===== config.mk =====
export PLATFORM = sky130hd
export DESIGN_NAME = serial_subtractor
export DESIGN_NICKNAME = d
export VERILOG_FILES = /design/src/rtl/serial_subtractor.sv
export SDC_FILE = /design/constraint.sdc
export NUM_CORES = 1
export LEC_CHECK = 0
export ABC_AREA = 0
export BUFFER_PORTS_ARGS = -buffer_cell sky130_fd_sc_hd__buf_2
export CAP_MARGIN = 20
export CORE_MARGIN = 3
export CORE_UTILIZATION = 61
export CTS_BUF_LIST = sky130_fd_sc_hd__clkbuf_8
export DETAILED_ROUTE_END_ITERATION = 10
export PLACE_DENSITY = 0.85
export SLEW_MARGIN = 30
export SYNTH_ARGS = -nofsm -noshare
export SYNTH_HDL_FRONTEND = slang
export SYNTH_SLANG_ARGS = --single-unit

===== constraint.sdc =====
create_clock -name clk -period 3.82 [get_ports clk]
set_input_delay 0.764 -clock clk [delete_from_list [all_inputs] [get_ports clk]]
set_output_delay 0.764 -clock clk [all_outputs]
set_load 0.02 [all_outputs]

===== src/rtl/serial_subtractor.sv =====
`default_nettype none
// ============================================================================
// Module   : serial_subtractor
// Purpose  : Bit-serial unsigned subtractor. Computes diff = (a - b) mod
//            2^WIDTH one bit per clock, LSB first, through a single
//            full-subtractor cell with a registered borrow. A start/busy/done
//            handshake frames each operation.
// Ports    : clk     - system clock, rising edge active
//            rst_n   - asynchronous active-low reset
//            start   - request a new subtraction (sampled on clk rise)
//            a, b    - minuend / subtrahend, latched when start is accepted
//            busy    - high while bits are being processed
//            done    - one-cycle pulse when diff/borrow are updated
//            diff    - result register, (a - b) mod 2^WIDTH
//            borrow  - final borrow out, 1 exactly when a < b (unsigned)
// Revision : 1.0 - initial release
// ============================================================================
module serial_subtractor #(
    parameter int WIDTH = 4
) (
    input  logic             clk,
    input  logic             rst_n,
    input  logic             start,
    input  logic [WIDTH-1:0] a,
    input  logic [WIDTH-1:0] b,
    output logic             busy,
    output logic             done,
    output logic [WIDTH-1:0] diff,
    output logic             borrow
);

    // A 1-bit counter is kept for WIDTH=1 so the vector never collapses to
    // zero width; it simply stays at 0, which is also the last-bit index.
    localparam int CNT_W = (WIDTH > 1) ? $clog2(WIDTH) : 1;
    localparam logic [CNT_W-1:0] C_LAST_BIT = CNT_W'(WIDTH - 1);

    typedef enum logic [1:0] {
        IDLE  = 2'd0,
        SHIFT = 2'd1,
        DONE  = 2'd2
    } state_t;

    state_t           r_state;
    logic [WIDTH-1:0] r_sa;
    logic [WIDTH-1:0] r_sb;
    logic [WIDTH-1:0] r_wd;
    logic             r_br;
    logic [CNT_W-1:0] r_cnt;

    logic             w_d;
    logic             w_br_next;
    logic [WIDTH-1:0] w_wd_next;

    // Full-subtractor cell on the current LSBs.
    assign w_d       = r_sa[0] ^ r_sb[0] ^ r_br;
    assign w_br_next = (~r_sa[0] & r_sb[0]) | (~(r_sa[0] ^ r_sb[0]) & r_br);

    // Each new difference bit enters at the MSB, so after WIDTH shifts the
    // first (LSB) bit has walked down to bit 0.
    generate
        if (WIDTH > 1) begin : g_multi_bit
            assign w_wd_next = {w_d, r_wd[WIDTH-1:1]};
        end else begin : g_single_bit
            assign w_wd_next = w_d;
        end
    endgenerate

    always_ff @(posedge clk or negedge rst_n) begin
        if (!rst_n) begin
            r_state <= IDLE;
            r_sa    <= '0;
            r_sb    <= '0;
            r_wd    <= '0;
            r_br    <= 1'b0;
            r_cnt   <= '0;
            busy    <= 1'b0;
            done    <= 1'b0;
            diff    <= '0;
            borrow  <= 1'b0;
        end else begin
            case (r_state)
                // DONE accepts a new request exactly like IDLE so that
                // back-to-back operations lose no cycle.
                IDLE, DONE: begin
                    done <= 1'b0;
                    if (start) begin
                        r_sa    <= a;
                        r_sb    <= b;
                        r_wd    <= '0;
                        r_br    <= 1'b0;
                        r_cnt   <= '0;
                        busy    <= 1'b1;
                        r_state <= SHIFT;
                    end else begin
                        busy    <= 1'b0;
                        r_state <= IDLE;
                    end
                end

                // start is not looked at here: requests while busy are dropped.
                SHIFT: begin
                    r_sa  <= r_sa >> 1;
                    r_sb  <= r_sb >> 1;
                    r_br  <= w_br_next;
                    r_wd  <= w_wd_next;
                    r_cnt <= r_cnt + 1'b1;
                    if (r_cnt == C_LAST_BIT) begin
                        diff    <= w_wd_next;
                        borrow  <= w_br_next;
                        done    <= 1'b1;
                        busy    <= 1'b0;
                        r_state <= DONE;
                    end
                end

                default: begin
                    busy    <= 1'b0;
                    done    <= 1'b0;
                    r_state <= IDLE;
                end
            endcase
        end
    end

endmodule
`default_nettype wire

# After elaboration in Yosys (flattened, before gate mapping)

Cells that the tools add are included.

Add/sub/neg operators: 1
Equal/unequal tests: 5
Multiplexer cells: 18
Bitwise logic cells: 7
Reduce and logical (&&, ||, !) cells: 5

Operators by type and width:

| kind                  | number |
|---|---|
| $pmux W4 S2           | 3 |
| $mux W4               | 3 |
| $pmux W2 S2           | 2 |
| $mux W1               | 6 |
| $eq A2 B2 Y1 const B  | 2 |
| $mux W2               | 2 |
| $ne A2 B2 Y1 const B  | 2 |
| $pmux W1 S2           | 2 |
| $reduce_and A2 Y1     | 2 |
| $add A2 B1 Y2 const B | 1 |
| $and A1 B1 Y1         | 2 |
| $eq A2 B1 Y1 const B  | 1 |
| $logic_not A2 Y1      | 1 |
| $not A1 Y1            | 2 |
| $reduce_bool A2 Y1    | 1 |
| $reduce_or A2 Y1      | 1 |
| $xor A1 B1 Y1         | 2 |
| $or A1 B1 Y1          | 1 |

Register bits after elaboration: 24
Input bits: 11
Word-level logic and storage cells: 46

# Depth between registers and ports, before layout

Depth in word-level cells: 5
Mapped depth: 5

# Worst setup path before layout

No wires, ideal clock.

Path kind: register to register
Start point: reg r_sa[0]
End point: reg r_wd[3]
Library setup time: 0.121 ns
Data arrival time: 1.351 ns
Path slack: 2.348 ns
Cell stages (with the launch flop): 4
Path buffers: 0
Clock period less this slack: 1.472 ns
Cell sequence: dfrtp_1 -> fa_1 -> mux2_4 -> a22o_1

Longest elaborated chain between the ends: 3

Ends and longest elaborated chain:

| what                        | RTL line | RTL |
|---|---|---|
| start: declaration          | 44       | `logic [WIDTH-1:0] r_sa;` |
| start signal: assignment    | 102      | `r_sa <= r_sa >> 1;` |
| $xor A1 B1 Y1 (2 in series) | 55       | `assign w_d = r_sa[0] ^ r_sb[0] ^ r_br;` |
| named net w_d               | 50       | `logic w_d;` |
| $pmux W4 S2                 | 81       | `case (r_state)` |
| end signal: assignment      | 105      | `r_wd <= w_wd_next;` |
| end: declaration            | 46       | `logic [WIDTH-1:0] r_wd;` |

The timed path passes the listed nets, and every way through them passes these cells.
A chain may end at the register's enable or synchronous reset.

# Worst setup path in the final report

Start point: reg done
End point: out done

RTL lines:

| what                     | RTL line | RTL |
|---|---|---|
| start: declaration       | 27       | `output logic done,` |
| start signal: assignment | 77       | `done <= 1'b0;` |
| start signal: assignment | 85       | `done <= 1'b0;` |
| start signal: assignment | 110      | `done <= 1'b1;` |

No word-level cell between the ends.

==> metrics <==
status=finished, final reports clean; worst path bufs/invs=1; register area share after synthesis=0.498; adder-cell share of the synthesized area=0.0294; Synth Net Count=between 100 and 150; min Tclk post-route=2090 ps; WL/cell=15.5 µm; Worst-path clk slew=80 ps; crit path DAT=between 1000 and 1500 ps; die width=48.6 µm; Iteration-0 DRC Markers=13; first-pass GRT wire length=around 3.3 mm; critical path required time=3060 ps; Max FO, Critical Path=16; Initial Util=0.686; CTS resizes=0; die area=about 2400 µm²; Final nets=117; number of fillers in the final layout=113; fin. max-slew vios=0; post-route cell area=1230 µm²; Row Count=14; PD cells=859 nW/µm²; GRT Max-Usage Layer=met2; crit start category=register; final setup vio count=0; met3 usage=0.0337; top cells by count, synth=dfrtp_1, mux2i_1, a211oi_1, a21oi_1, nor2b_1; area of the multi-input gates=490 µm²; post-synthesis instance total=88; Main synth FF type=dfrtp_1; Post-Route WL=about 2.0 mm; total number of vias=741; Register Area=551 µm²; routability cong.=between 0.6 and 0.7; final period utilization=0.547; flops & latches, synth=22; Post-CTS Hold Buffers=0; CTS Buf Count=3; Post-route DRC=0; Tightest Hold Check Type=primary input to asynchronous set/reset pin; normalized max-slew margin=0.416; Setup Fix Bufs, Post-CTS=0; hold violation count in the final report=0; gate family responsible for the most delay along the worst path=flip-flops; main combinational cell family by area after synthesis=multiplexers; Cell Area, Synth=1100 µm²; largest cells by area after synthesis=dfrtp_1, mux2i_1, mux2_4; RSZ-0062 raised after global routing=false; max frequency=roughly 480 MHz; complex-gate fraction of the synthesized area=0.142; DR vias/cell=5.83; met2 Use GR=0.294; antenna violations before repair=0; slowest cell on the critical path=dfrtp_1; Critical Setup Path Class=register to primary output; I/O Pins=18; input/output buffers=17; core box area=1610 µm²; worst skew pair latency=260 ps; largest net degree at the start of global routing=26; clk root buf=clkbuf_8; Synth Area per Inst=around 13 µm²; post-synth cell types=22; worst-path cell chain=buf_2; Synth top area share=0.498; vias in the first global route=689; grt met1 use=0.234; Post-Synth Simple-Gate Area=0.0929; Num Clock Sinks=22; die height=between 40 and 50 µm; most common cell in the synthesized netlist=dfrtp_1; MaxCap Viol Count=0; worst vdd rail ir drop=526 µV; asr flop ratio synth=1.00; setup_tns=0 ps; area leader, netlist=dfrtp_1; slew at the pin with the worst max-slew slack=876 ps; Setup Skew=1.32 ps; H-tree depth=1; Pleak=roughly 0.59 nW; Worst Setup End Kind=primary output; mux share of post-synthesis cell area=0.180; CTS tree=done; area grow syn2layout=11.0%; Post-synth EDFFs=0; GRT overflow=0; # diodes=0; drt pass-1 iters=3; Post-DRT Antenna Nets=0; post-DP HPWL=approximately 1.2 mm; peak per-stage delay on the critical path=770 ps; clk buf depth=2; Placed Area=1170 µm²; xor-xnor portion of the synthesized cell area=0; global-route usage over all layers=0.188; yosys warns=0; share of post-route cells with drive strength above 1=0.291
## state kept, by name (all words and copies together) (netlist names)
name and flops:
diff 4, r_sa 4, r_sb 4, r_wd 3, r_cnt 2, borrow 1
busy 1, done 1, r_br 1, r_state 1
## final timing paths
| kind | slack, ps | cells after the start | startpoint | end |
|---|---|---|---|---|
| min in group clk | 490 | 1 | r_cnt[0]$_DFFE_PN0P_ | r_cnt[0]$_DFFE_PN0P_ |
| max reg2reg | 2160 | 2 | r_state[0]$_DFFE_PN0P_ | diff[3]$_DFFE_PN0P_ |
| max in group asynchronous | 3040 | 1 | rst_n | diff[1]$_DFFE_PN0P_ |
| max | 1730 | 1 | done$_DFFE_PN0P_ | done |
| min | 450 | 1 | rst_n | r_sb[1]$_DFFE_PN0P_ |
| min reg2reg | 490 | 1 | r_cnt[0]$_DFFE_PN0P_ | r_cnt[0]$_DFFE_PN0P_ |
## area by class of cell
class	count	area share
inverters	4	0.0122
flip-flops and latches	22	0.449
clock buffers	4	0.0449
well taps	24	0.0245
multi-input cells	56	0.400
repair buffers	17	0.0694
## through the flow
stage               cells   util  worst slack (ps)  power (mW)  hold slack [ps]
detailed placement    123  0.727              2020       0.878              481
CTS                   127  0.761              1730        1.06              467
global route          127  0.761              1660        1.13              471
global placement      123  0.727              2040       0.855              467
floorplan              88      -              2350       0.792              450
finish                127  0.761              1730        1.05              449
## cell families after synthesis
| kind of cell | after synthesis |
|---|---|
| AOI/OAI and AO/OA | 23 |
| DFF | 22 |
| muxes | 17 |
| and+or+nand+nor | 14 |
| buffers and inverters | 10 |
| adders and majority gates | 2 |
## report_power, final
part / switching (mW) / leakage, nW / internal, mW / total [mW]
clock: 0.0759 / 0.0288 / 0.0920 / 0.168
sequential: 0.130 / 0.274 / 0.339 / 0.468
combinational: 0.187 / 0.286 / 0.230 / 0.417
## metal layers
layer	wire, µm	part of all wire
met5	0	0
met3	61	0.031
met1	831	0.42
met4	72	0.037
met2	1000	0.51
## cells in the final DEF (no fill, tap or decap), drive strengths merged, types with 2 or more instances in the layout
cell / n
a211oi: 6
a21oi: 6
a22o: 5
buf: 17
clkbuf: 4
dfrtp: 22
inv: 4
mux2: 8
mux2i: 9
nand2b: 2
nand3: 3
nor2b: 6
o21ai: 5
(Power assumes the default switching activity.)
